## config.mk

```make
export PLATFORM = sky130hd
export DESIGN_NAME = axi_arb_2to1_flat
export DESIGN_NICKNAME = d
export VERILOG_FILES = /design/src/rtl/axi_arb_2to1_if.sv /design/src/rtl/axi_arb_2to1.sv /design/src/flat_wrapper.sv
export SDC_FILE = /design/constraint.sdc
export NUM_CORES = 1
export LEC_CHECK = 0
export CAP_MARGIN = 20
export CORE_AREA = 2 2 201 203
export DETAILED_ROUTE_END_ITERATION = 7
export DIE_AREA = 0 0 203 205
export DONT_BUFFER_PORTS = 1
export PLACE_DENSITY = 0.3
export SLEW_MARGIN = 20
export SYNTH_ARGS = -nofsm -noshare
export SYNTH_HDL_FRONTEND = slang
export SYNTH_SLANG_ARGS = --single-unit
```

## constraint.sdc

```tcl
create_clock -name aclk -period 2.1 [get_ports aclk]
set_input_delay 0.42 -clock aclk [delete_from_list [all_inputs] [get_ports aclk]]
set_output_delay 0.42 -clock aclk [all_outputs]
set_load 0.01 [all_outputs]
```

## src/rtl/axi_arb_2to1_if.sv

```systemverilog
// AXI4 port bundle (AR/R/AW/W/B) shared by both arbiter masters and the slave.
interface axi_arb_2to1_if #(
    parameter int ADDR_W = 32,
    parameter int DATA_W = 32
);
    logic [ADDR_W-1:0] araddr;
    logic [7:0]        arlen;
    logic [2:0]        arsize;
    logic [1:0]        arburst;
    logic              arvalid;
    logic              arready;
    logic [DATA_W-1:0] rdata;
    logic [1:0]        rresp;
    logic              rlast;
    logic              rvalid;
    logic              rready;
    logic [ADDR_W-1:0] awaddr;
    logic [7:0]        awlen;
    logic [2:0]        awsize;
    logic [1:0]        awburst;
    logic              awvalid;
    logic              awready;
    logic [DATA_W-1:0] wdata;
    logic              wlast;
    logic              wvalid;
    logic              wready;
    logic [1:0]        bresp;
    logic              bvalid;
    logic              bready;

    // Side that issues transactions.
    modport master (
        output araddr, arlen, arsize, arburst, arvalid, input arready,
        input rdata, rresp, rlast, rvalid, output rready,
        output awaddr, awlen, awsize, awburst, awvalid, input awready,
        output wdata, wlast, wvalid, input wready,
        input bresp, bvalid, output bready
    );

    // Side that serves transactions.
    modport slave (
        input araddr, arlen, arsize, arburst, arvalid, output arready,
        output rdata, rresp, rlast, rvalid, input rready,
        input awaddr, awlen, awsize, awburst, awvalid, output awready,
        input wdata, wlast, wvalid, output wready,
        output bresp, bvalid, input bready
    );
endinterface

```

## src/rtl/axi_arb_2to1.sv

```systemverilog
// Two-master to one-slave AXI arbiter, one transaction in flight, round-robin
// between masters, read-before-write within the granted master.
module axi_arb_2to1 #(
    parameter int ADDR_W = 32,
    parameter int DATA_W = 32
) (
    input  logic             aclk,
    input  logic             areset_n,
    axi_arb_2to1_if.slave    m0,
    axi_arb_2to1_if.slave    m1,
    axi_arb_2to1_if.master   s,
    output logic             busy,
    output logic             owner
);
    typedef enum logic [2:0] {IDLE, RD_ADDR, RD_DATA, WR_ADDR, WR_DATA, WR_RESP} state_t;

    state_t state;
    logic   last_owner;

    logic req0, req1, gnt, gnt_rd;
    assign req0   = m0.arvalid | m0.awvalid;
    assign req1   = m1.arvalid | m1.awvalid;
    // Tie goes to whoever did not finish last; otherwise the lone requester.
    assign gnt    = (req0 & req1) ? ~last_owner : req1;
    assign gnt_rd = gnt ? m1.arvalid : m0.arvalid;

    // Owner-selected address/data fields, sized by the arbiter parameters.
    logic [ADDR_W-1:0] o_araddr, o_awaddr;
    logic [DATA_W-1:0] o_wdata;
    assign o_araddr = owner ? m1.araddr : m0.araddr;
    assign o_awaddr = owner ? m1.awaddr : m0.awaddr;
    assign o_wdata  = owner ? m1.wdata  : m0.wdata;

    // Arbitration FSM; grant, owner and busy are all registered.
    always_ff @(posedge aclk or negedge areset_n) begin
        if (!areset_n) begin
            state      <= IDLE;
            owner      <= 1'b0;
            last_owner <= 1'b1;
            busy       <= 1'b0;
        end else begin
            case (state)
                IDLE: if (req0 | req1) begin
                    owner <= gnt;
                    busy  <= 1'b1;
                    state <= gnt_rd ? RD_ADDR : WR_ADDR;
                end
                RD_ADDR: if (s.arvalid & s.arready) state <= RD_DATA;
                RD_DATA: if (s.rvalid & s.rready & s.rlast) begin
                    state      <= IDLE;
                    busy       <= 1'b0;
                    last_owner <= owner;
                end
                WR_ADDR: if (s.awvalid & s.awready) state <= WR_DATA;
                WR_DATA: if (s.wvalid & s.wready & s.wlast) state <= WR_RESP;
                WR_RESP: if (s.bvalid & s.bready) begin
                    state      <= IDLE;
                    busy       <= 1'b0;
                    last_owner <= owner;
                end
                default: state <= IDLE;
            endcase
        end
    end

    // Channel routing: only the channel of the current state is connected,
    // and only to the owner; everything else is held at zero.
    always_comb begin
        s.araddr  = '0; s.arlen  = '0; s.arsize = '0; s.arburst = '0; s.arvalid = 1'b0;
        s.rready  = 1'b0;
        s.awaddr  = '0; s.awlen  = '0; s.awsize = '0; s.awburst = '0; s.awvalid = 1'b0;
        s.wdata   = '0; s.wlast  = 1'b0; s.wvalid = 1'b0;
        s.bready  = 1'b0;
        m0.arready = 1'b0; m0.awready = 1'b0; m0.wready = 1'b0;
        m0.rdata   = '0; m0.rresp = '0; m0.rlast = 1'b0; m0.rvalid = 1'b0;
        m0.bresp   = '0; m0.bvalid = 1'b0;
        m1.arready = 1'b0; m1.awready = 1'b0; m1.wready = 1'b0;
        m1.rdata   = '0; m1.rresp = '0; m1.rlast = 1'b0; m1.rvalid = 1'b0;
        m1.bresp   = '0; m1.bvalid = 1'b0;
        case (state)
            RD_ADDR: begin
                s.araddr  = o_araddr;
                s.arlen   = owner ? m1.arlen   : m0.arlen;
                s.arsize  = owner ? m1.arsize  : m0.arsize;
                s.arburst = owner ? m1.arburst : m0.arburst;
                s.arvalid = owner ? m1.arvalid : m0.arvalid;
                if (owner) m1.arready = s.arready;
                else       m0.arready = s.arready;
            end
            RD_DATA: begin
                s.rready = owner ? m1.rready : m0.rready;
                if (owner) begin
                    m1.rdata = s.rdata; m1.rresp = s.rresp; m1.rlast = s.rlast; m1.rvalid = s.rvalid;
                end else begin
                    m0.rdata = s.rdata; m0.rresp = s.rresp; m0.rlast = s.rlast; m0.rvalid = s.rvalid;
                end
            end
            WR_ADDR: begin
                s.awaddr  = o_awaddr;
                s.awlen   = owner ? m1.awlen   : m0.awlen;
                s.awsize  = owner ? m1.awsize  : m0.awsize;
                s.awburst = owner ? m1.awburst : m0.awburst;
                s.awvalid = owner ? m1.awvalid : m0.awvalid;
                if (owner) m1.awready = s.awready;
                else       m0.awready = s.awready;
            end
            WR_DATA: begin
                s.wdata  = o_wdata;
                s.wlast  = owner ? m1.wlast  : m0.wlast;
                s.wvalid = owner ? m1.wvalid : m0.wvalid;
                if (owner) m1.wready = s.wready;
                else       m0.wready = s.wready;
            end
            WR_RESP: begin
                s.bready = owner ? m1.bready : m0.bready;
                if (owner) begin
                    m1.bresp = s.bresp; m1.bvalid = s.bvalid;
                end else begin
                    m0.bresp = s.bresp; m0.bvalid = s.bvalid;
                end
            end
            default: ;
        endcase
    end
endmodule

```

## src/flat_wrapper.sv

```systemverilog
// flat-port wrapper written by rule: the top's interface ports become plain ports
module axi_arb_2to1_flat 
#(
    parameter int ADDR_W = 32,
    parameter int DATA_W = 32
)
  (aclk, areset_n, busy, owner, m0_araddr, m0_arlen, m0_arsize, m0_arburst, m0_arvalid, m0_arready, m0_rdata, m0_rresp, m0_rlast, m0_rvalid, m0_rready, m0_awaddr, m0_awlen, m0_awsize, m0_awburst, m0_awvalid, m0_awready, m0_wdata, m0_wlast, m0_wvalid, m0_wready, m0_bresp, m0_bvalid, m0_bready, m1_araddr, m1_arlen, m1_arsize, m1_arburst, m1_arvalid, m1_arready, m1_rdata, m1_rresp, m1_rlast, m1_rvalid, m1_rready, m1_awaddr, m1_awlen, m1_awsize, m1_awburst, m1_awvalid, m1_awready, m1_wdata, m1_wlast, m1_wvalid, m1_wready, m1_bresp, m1_bvalid, m1_bready, s_araddr, s_arlen, s_arsize, s_arburst, s_arvalid, s_arready, s_rdata, s_rresp, s_rlast, s_rvalid, s_rready, s_awaddr, s_awlen, s_awsize, s_awburst, s_awvalid, s_awready, s_wdata, s_wlast, s_wvalid, s_wready, s_bresp, s_bvalid, s_bready);
  axi_arb_2to1_if #(.ADDR_W(ADDR_W), .DATA_W(DATA_W)) m0_i ();
  axi_arb_2to1_if #(.ADDR_W(ADDR_W), .DATA_W(DATA_W)) m1_i ();
  axi_arb_2to1_if #(.ADDR_W(ADDR_W), .DATA_W(DATA_W)) s_i ();
  input  logic aclk;
  input  logic areset_n;
  output logic busy;
  output logic owner;
  input wire logic [$bits(m0_i.araddr)-1:0] m0_araddr;
  input wire logic [$bits(m0_i.arlen)-1:0] m0_arlen;
  input wire logic [$bits(m0_i.arsize)-1:0] m0_arsize;
  input wire logic [$bits(m0_i.arburst)-1:0] m0_arburst;
  input wire logic [$bits(m0_i.arvalid)-1:0] m0_arvalid;
  output wire logic [$bits(m0_i.arready)-1:0] m0_arready;
  output wire logic [$bits(m0_i.rdata)-1:0] m0_rdata;
  output wire logic [$bits(m0_i.rresp)-1:0] m0_rresp;
  output wire logic [$bits(m0_i.rlast)-1:0] m0_rlast;
  output wire logic [$bits(m0_i.rvalid)-1:0] m0_rvalid;
  input wire logic [$bits(m0_i.rready)-1:0] m0_rready;
  input wire logic [$bits(m0_i.awaddr)-1:0] m0_awaddr;
  input wire logic [$bits(m0_i.awlen)-1:0] m0_awlen;
  input wire logic [$bits(m0_i.awsize)-1:0] m0_awsize;
  input wire logic [$bits(m0_i.awburst)-1:0] m0_awburst;
  input wire logic [$bits(m0_i.awvalid)-1:0] m0_awvalid;
  output wire logic [$bits(m0_i.awready)-1:0] m0_awready;
  input wire logic [$bits(m0_i.wdata)-1:0] m0_wdata;
  input wire logic [$bits(m0_i.wlast)-1:0] m0_wlast;
  input wire logic [$bits(m0_i.wvalid)-1:0] m0_wvalid;
  output wire logic [$bits(m0_i.wready)-1:0] m0_wready;
  output wire logic [$bits(m0_i.bresp)-1:0] m0_bresp;
  output wire logic [$bits(m0_i.bvalid)-1:0] m0_bvalid;
  input wire logic [$bits(m0_i.bready)-1:0] m0_bready;
  input wire logic [$bits(m1_i.araddr)-1:0] m1_araddr;
  input wire logic [$bits(m1_i.arlen)-1:0] m1_arlen;
  input wire logic [$bits(m1_i.arsize)-1:0] m1_arsize;
  input wire logic [$bits(m1_i.arburst)-1:0] m1_arburst;
  input wire logic [$bits(m1_i.arvalid)-1:0] m1_arvalid;
  output wire logic [$bits(m1_i.arready)-1:0] m1_arready;
  output wire logic [$bits(m1_i.rdata)-1:0] m1_rdata;
  output wire logic [$bits(m1_i.rresp)-1:0] m1_rresp;
  output wire logic [$bits(m1_i.rlast)-1:0] m1_rlast;
  output wire logic [$bits(m1_i.rvalid)-1:0] m1_rvalid;
  input wire logic [$bits(m1_i.rready)-1:0] m1_rready;
  input wire logic [$bits(m1_i.awaddr)-1:0] m1_awaddr;
  input wire logic [$bits(m1_i.awlen)-1:0] m1_awlen;
  input wire logic [$bits(m1_i.awsize)-1:0] m1_awsize;
  input wire logic [$bits(m1_i.awburst)-1:0] m1_awburst;
  input wire logic [$bits(m1_i.awvalid)-1:0] m1_awvalid;
  output wire logic [$bits(m1_i.awready)-1:0] m1_awready;
  input wire logic [$bits(m1_i.wdata)-1:0] m1_wdata;
  input wire logic [$bits(m1_i.wlast)-1:0] m1_wlast;
  input wire logic [$bits(m1_i.wvalid)-1:0] m1_wvalid;
  output wire logic [$bits(m1_i.wready)-1:0] m1_wready;
  output wire logic [$bits(m1_i.bresp)-1:0] m1_bresp;
  output wire logic [$bits(m1_i.bvalid)-1:0] m1_bvalid;
  input wire logic [$bits(m1_i.bready)-1:0] m1_bready;
  output wire logic [$bits(s_i.araddr)-1:0] s_araddr;
  output wire logic [$bits(s_i.arlen)-1:0] s_arlen;
  output wire logic [$bits(s_i.arsize)-1:0] s_arsize;
  output wire logic [$bits(s_i.arburst)-1:0] s_arburst;
  output wire logic [$bits(s_i.arvalid)-1:0] s_arvalid;
  input wire logic [$bits(s_i.arready)-1:0] s_arready;
  input wire logic [$bits(s_i.rdata)-1:0] s_rdata;
  input wire logic [$bits(s_i.rresp)-1:0] s_rresp;
  input wire logic [$bits(s_i.rlast)-1:0] s_rlast;
  input wire logic [$bits(s_i.rvalid)-1:0] s_rvalid;
  output wire logic [$bits(s_i.rready)-1:0] s_rready;
  output wire logic [$bits(s_i.awaddr)-1:0] s_awaddr;
  output wire logic [$bits(s_i.awlen)-1:0] s_awlen;
  output wire logic [$bits(s_i.awsize)-1:0] s_awsize;
  output wire logic [$bits(s_i.awburst)-1:0] s_awburst;
  output wire logic [$bits(s_i.awvalid)-1:0] s_awvalid;
  input wire logic [$bits(s_i.awready)-1:0] s_awready;
  output wire logic [$bits(s_i.wdata)-1:0] s_wdata;
  output wire logic [$bits(s_i.wlast)-1:0] s_wlast;
  output wire logic [$bits(s_i.wvalid)-1:0] s_wvalid;
  input wire logic [$bits(s_i.wready)-1:0] s_wready;
  input wire logic [$bits(s_i.bresp)-1:0] s_bresp;
  input wire logic [$bits(s_i.bvalid)-1:0] s_bvalid;
  output wire logic [$bits(s_i.bready)-1:0] s_bready;
  assign m0_i.araddr = m0_araddr;
  assign m0_i.arlen = m0_arlen;
  assign m0_i.arsize = m0_arsize;
  assign m0_i.arburst = m0_arburst;
  assign m0_i.arvalid = m0_arvalid;
  assign m0_arready = m0_i.arready;
  assign m0_rdata = m0_i.rdata;
  assign m0_rresp = m0_i.rresp;
  assign m0_rlast = m0_i.rlast;
  assign m0_rvalid = m0_i.rvalid;
  assign m0_i.rready = m0_rready;
  assign m0_i.awaddr = m0_awaddr;
  assign m0_i.awlen = m0_awlen;
  assign m0_i.awsize = m0_awsize;
  assign m0_i.awburst = m0_awburst;
  assign m0_i.awvalid = m0_awvalid;
  assign m0_awready = m0_i.awready;
  assign m0_i.wdata = m0_wdata;
  assign m0_i.wlast = m0_wlast;
  assign m0_i.wvalid = m0_wvalid;
  assign m0_wready = m0_i.wready;
  assign m0_bresp = m0_i.bresp;
  assign m0_bvalid = m0_i.bvalid;
  assign m0_i.bready = m0_bready;
  assign m1_i.araddr = m1_araddr;
  assign m1_i.arlen = m1_arlen;
  assign m1_i.arsize = m1_arsize;
  assign m1_i.arburst = m1_arburst;
  assign m1_i.arvalid = m1_arvalid;
  assign m1_arready = m1_i.arready;
  assign m1_rdata = m1_i.rdata;
  assign m1_rresp = m1_i.rresp;
  assign m1_rlast = m1_i.rlast;
  assign m1_rvalid = m1_i.rvalid;
  assign m1_i.rready = m1_rready;
  assign m1_i.awaddr = m1_awaddr;
  assign m1_i.awlen = m1_awlen;
  assign m1_i.awsize = m1_awsize;
  assign m1_i.awburst = m1_awburst;
  assign m1_i.awvalid = m1_awvalid;
  assign m1_awready = m1_i.awready;
  assign m1_i.wdata = m1_wdata;
  assign m1_i.wlast = m1_wlast;
  assign m1_i.wvalid = m1_wvalid;
  assign m1_wready = m1_i.wready;
  assign m1_bresp = m1_i.bresp;
  assign m1_bvalid = m1_i.bvalid;
  assign m1_i.bready = m1_bready;
  assign s_araddr = s_i.araddr;
  assign s_arlen = s_i.arlen;
  assign s_arsize = s_i.arsize;
  assign s_arburst = s_i.arburst;
  assign s_arvalid = s_i.arvalid;
  assign s_i.arready = s_arready;
  assign s_i.rdata = s_rdata;
  assign s_i.rresp = s_rresp;
  assign s_i.rlast = s_rlast;
  assign s_i.rvalid = s_rvalid;
  assign s_rready = s_i.rready;
  assign s_awaddr = s_i.awaddr;
  assign s_awlen = s_i.awlen;
  assign s_awsize = s_i.awsize;
  assign s_awburst = s_i.awburst;
  assign s_awvalid = s_i.awvalid;
  assign s_i.awready = s_awready;
  assign s_wdata = s_i.wdata;
  assign s_wlast = s_i.wlast;
  assign s_wvalid = s_i.wvalid;
  assign s_i.wready = s_wready;
  assign s_i.bresp = s_bresp;
  assign s_i.bvalid = s_bvalid;
  assign s_bready = s_i.bready;
  axi_arb_2to1 #(.ADDR_W(ADDR_W), .DATA_W(DATA_W)) u_core (.aclk(aclk), .areset_n(areset_n), .m0(m0_i), .m1(m1_i), .s(s_i), .busy(busy), .owner(owner));
endmodule
```

### Yosys cells after proc, flatten, opt, wreduce, memory -nomap -nowiden

Index checks and enable logic that the tools add are counted.

| cells by class | value |
|---|---|
| eq/ne operators | 11 |
| add/subtract/negate cells | 0 |
| multiply operators | 0 |
| bitwise operators | 12 |
| shift-type cells | 0 |
| reductions and logical operators | 7 |
| order comparisons | 0 |
| multiplexer cells | 83 |
| div/mod/pow operators | 0 |

Operator list:

| cell | number |
|---|---|
| 2-to-1 mux 32 bit | 10 |
| 2-to-1 mux 1 bit | 43 |
| 2-to-1 mux 8 bit | 4 |
| 2-to-1 mux 3 bit | 10 |
| 2-to-1 mux 2 bit | 13 |
| one-hot mux 3 bit (6 select lines) | 1 |
| != test 2 x 1 -> 1 bit (second input constant) | 6 |
| bitwise AND 1 bit | 8 |
| equality test 3 x 2 -> 1 bit (second input constant) | 2 |
| equality test 3 bit (second input constant) | 2 |
| AND reduction 6 bit | 1 |
| AND reduction 4 bit | 1 |
| equality test 3 x 1 -> 1 bit (second input constant) | 1 |
| zero test 3 bit | 1 |
| bitwise OR 1 bit | 3 |
| one-hot mux 1 bit (3 select lines) | 1 |
| AND reduction 3 bit | 1 |
| nonzero test 3 bit | 1 |
| one-hot mux 1 bit (2 select lines) | 1 |
| AND reduction 2 bit | 1 |
| nonzero test 2 bit | 1 |
| inverter 1 bit | 1 |

| word-level totals | value |
|---|---|
| bits in latches | 0 |
| output and inout port bits | 214 |
| bits in writable memories | 0 |
| memories kept | 0 |
| word-level logic and storage cells | 117 |
| memory bits (read-only) | 0 |
| bits of input ports | 300 |
| register bits after elaboration | 6 |

### Depth between registers and ports, before layout

Gate-level depths: netlist of run 1.

| depth | value |
|---|---|
| word-level depth | 7 |
| mapped depth | 7 |
| depth with buffers taken out | 4 |

### Worst setup path before layout of run 1

No wires, ideal clock.

| timing path | value |
|---|---|
| path type | register -> output |
| start | register u_core.owner |
| end | output port s_awaddr[21] |
| arrival | 1403 ps |
| setup slack | 277 ps |
| path buffers | 4 |
| cell stages (with the launch flop) | 7 |
| cells stage by stage | dfrtp_1 buf_4 buf_2 buf_4 buf_2 mux2i_1 nor2_1 |

| between the ends | value |
|---|---|
| word-level cells in the longest chain between the ends | 2 |

Ends and longest elaborated chain:

| what | line | source |
|---|---|---|
| start, declared | axi_arb_2to1.sv:13 | `output logic owner` |
| start signal, assigned | axi_arb_2to1.sv:44 | `owner <= gnt;` |
| 2-to-1 mux 32 bit | axi_arb_2to1.sv:31 | `assign o_awaddr = owner ? m1.awaddr : m0.awaddr;` |
| 2-to-1 mux 32 bit | axi_arb_2to1.sv:80 | `case (state)` |
| end, declared | flat_wrapper.sv:74 | `output wire logic [$bits(s_i.awaddr)-1:0] s_awaddr;` |

No other way between the ends.

### Worst setup path in the final report of run 1

| timing path | value |
|---|---|
| start | register u_core.owner |
| end | output port s_arlen[7] |

| between the ends | value |
|---|---|
| word-level cells in the longest chain between the ends | 2 |

Ends and longest elaborated chain:

| what | line | source |
|---|---|---|
| 2-to-1 mux 8 bit | axi_arb_2to1.sv:83 | `s.arlen = owner ? m1.arlen : m0.arlen;` |
| 2-to-1 mux 8 bit | axi_arb_2to1.sv:80 |  |
| end, declared | flat_wrapper.sv:64 | `output wire logic [$bits(s_i.arlen)-1:0] s_arlen;` |

No other way between the ends.

==> results.ini, run 1 <==
[outcome]
outcome=finished clean

[route]
vias=3681
drc=0
via_per_inst=3.39
first_pass_iters=4
post_drt_wl_per_cell_um=15.5
ant_nets=0
totalWireLength_um=16800
drtIter0Drc=174

[sta]
fin_crit_sh_pct=96.3
slew_headroom_pct=73.1
fmax_mhz=495
worstMarginPinSlew_ns=0.393
finalSetupViolCount=0
finalCriticalPeriod_ns=2.02
hold_ws_ns=0.0307
hold_viol=0
fin_worst_skew_ns=0.00238
setup_slack_ns=0.0778
rsz0062_at_grt=no
slew_viol_final=0
fin_tns_setup_ns=0

[synth]
yosys_most_used_dff=dfrtp_1
async_flop_share_pct=100
netlist_top_cells_count=136 x nor2_1, 126 x mux2i_1, 72 x and2_1
synth_edf_count=0
synthesis.area_um2=2930
synthCells=438
ys_warn_count=0
netlist.area_leader.share_pct=43.0
synth.distinct_cells=36
synth.most_common_cell=nor2_1
synthTopCellsByArea=mux2i_1 43%, nor2_1 17%, and2_1 15%, dfrtp_1 4.3%, buf_2 2.6%
syn_nets=738
ys_seq_elements=6
syn_avg_cell_area_um2=6.70
yosysSeqAreaShare_pct=5.16
yosysTopAreaCell=mux2i_1

[power]
vdd_ir_drop_max_v=0.000595
power-per-cell-area_nw_per_um2=1280
p_leak_uw=0.00233

[worst_setup_path]
cp.required_ns=1.68
worstPathCellList=buf_12 > buf_16 > mux2i_2 > nor2_1 > buf_4
critPathCaptureType=output pin
critPathSlowestCell=dfrtp_4
arrival_ns=1.60
cpPeakStageDelay_ns=0.46
start_kind=flip-flop
crit_path_max_fanout=20
criticalPathCategory=flip-flop to output pin

[clock_tree]
clockBufferDepth=2
cts_sinks=6
clock-root-buffer=clkbuf_16
clkTransAtPathRegs_ns=0.04
clk_latency_ns=0.23
cts_inserted_buffers=3
cts_tree=built
ctsHtreeMaxLevel=1

[finish]
drive_above_1_share_pct=31.0
nets=862
synthToLayoutAreaGrowth_pct=67.3
diodes=0

[worst_hold_path]
hold_path_class=input pin to asynchronous set/reset pin

[place]
place_congestion=0.842
post-dp-hpwl_um=13900
port_buffers=0
dp_slack_ns=0.128

[global_routing]
globalRouteTotalUtil_pct=6.48
grt_pass1_wl_um=20300
grt_overflow=0
grt_max_degree=53
grt_pass1_vias=3312
antenna_found_initial=0

[die]
std_cell_rows=73
core-area_um2=39400
die_w_um=203
fp.dieH_um=205
pin_count=514
start_util_pct=7.45
die-area_um2=41600

[flow_run]
cap_violations=0

cells by family after synthesis:
| kind of cell | Yosys count | synth area share (%) |
|---|---|---|
| muxes | 129 | 44.2 |
| DFF | 6 | 5.16 |
| buffers and inverters | 39 | 6.14 |
| AOI/OAI and AO/OA | 11 | 2.65 |
| and+or+nand+nor | 253 | 41.9 |
layout make-up:
cell class / instances / area, µm²
clock buffers: 4 / 78.8
fillers: 4511 / 34500
inverters: 1 / 3.75
multi-input cells: 393 / 2630
flip-flops and latches: 6 / 156
well taps: 525 / 657
repair buffers: 157 / 1380
final timing paths:
| kind | slack, ns | to | depth (start not counted) | from |
|---|---|---|---|---|
| setup / recovery | 0.08 | s_arlen[7] | 5 | u_core.owner$_DFFE_PN0P_ |
| hold / removal | 0.03 | u_core.last_owner$_DFFE_PN1P_ | 0 | areset_n |
| setup reg to reg | 0.18 | u_core.last_owner$_DFFE_PN1P_ | 5 | u_core.owner$_DFFE_PN0P_ |
| hold reg to reg | 0.60 | u_core.busy$_DFFE_PN0P_ | 2 | u_core.busy$_DFFE_PN0P_ |
| max in group asynchronous | 1.35 | u_core.owner$_DFFE_PN0P_ | 1 | areset_n |
| min in group aclk | 0.37 | u_core.owner$_DFFE_PN0P_ | 2 | m1_arvalid |
placed cells by master (no fill, tap or decap), drive strengths merged, types with 3 or more instances in the layout:
cell type	n
and2	72
and3	3
and4	3
buf	154
clkbuf	6
dfrtp	5
mux2	3
mux2i	126
nand2	13
nand2b	4
nand3	7
nor2	136
nor2b	3
nor3	3
nor3b	4
o21ai	3
state kept, by name, summed over array words and instances, names as in the netlist:
register,cells
u_core.busy,1
u_core.last_owner,1
u_core.owner,1
u_core.state,3
through the flow:
step                instance area [µm²]  instances  power, µW  util, %
detailed placement                 4670       1074       5620     11.9
CTS                                4830       1082       6150     12.3
finish                             4910       1086       6260     12.5
global placement                   4670       1074       5650     11.9
global route                       4910       1086       6730     12.5
floorplan                          2930        438       3530        -
report_power, final:
group	leakage [µW]	switching, µW	internal [µW]
clock	0.0000382	78.4	253
sequential	0.0000667	96.2	189
combinational	0.00222	2940	2700
what timing repair did:
action / 4_1_cts / 5_1_grt
setup buffers: 2 / 2
hold buffers: 1 / 0
gates resized for setup: 8 / 3
gates cloned: 1 / 2
hold endpoints to repair: 5 / 0
pin swaps: 1 / 0
endpoints found under the setup margin: 13 / 31
layer usage:
layer	vias up	routed length, µm	global-route usage [%]
met4	0	123	1.07
met1	1692	6550	7.81
li1	1712	-	-
met2	270	8780	12.0
met5	-	0	0
met3	7	1330	1.22
worst max-delay path: cells and delay by family, from the launching register on:
family / cells / cell delay [ns]
simple gates: 1 / 0.06
flops: 1 / 0.46
mux: 1 / 0.29
buf+inv: 3 / 0.50
(Power assumes the default switching activity.)
==> inputs of run 2 (changes only) <==
--- a/config.mk
+++ b/config.mk
@@ -5,7 +5,8 @@
 export SDC_FILE = /design/constraint.sdc
 export NUM_CORES = 1
 export LEC_CHECK = 0
-export CAP_MARGIN = 20
+export ABC_CLOCK_PERIOD_IN_PS = 2100
+export CAP_MARGIN = 10
 export CORE_AREA = 2 2 201 203
 export DETAILED_ROUTE_END_ITERATION = 7
 export DIE_AREA = 0 0 203 205
==> results of run 2 <==
Same layout as run 1: the final DEF is identical, and so are final timing and power.
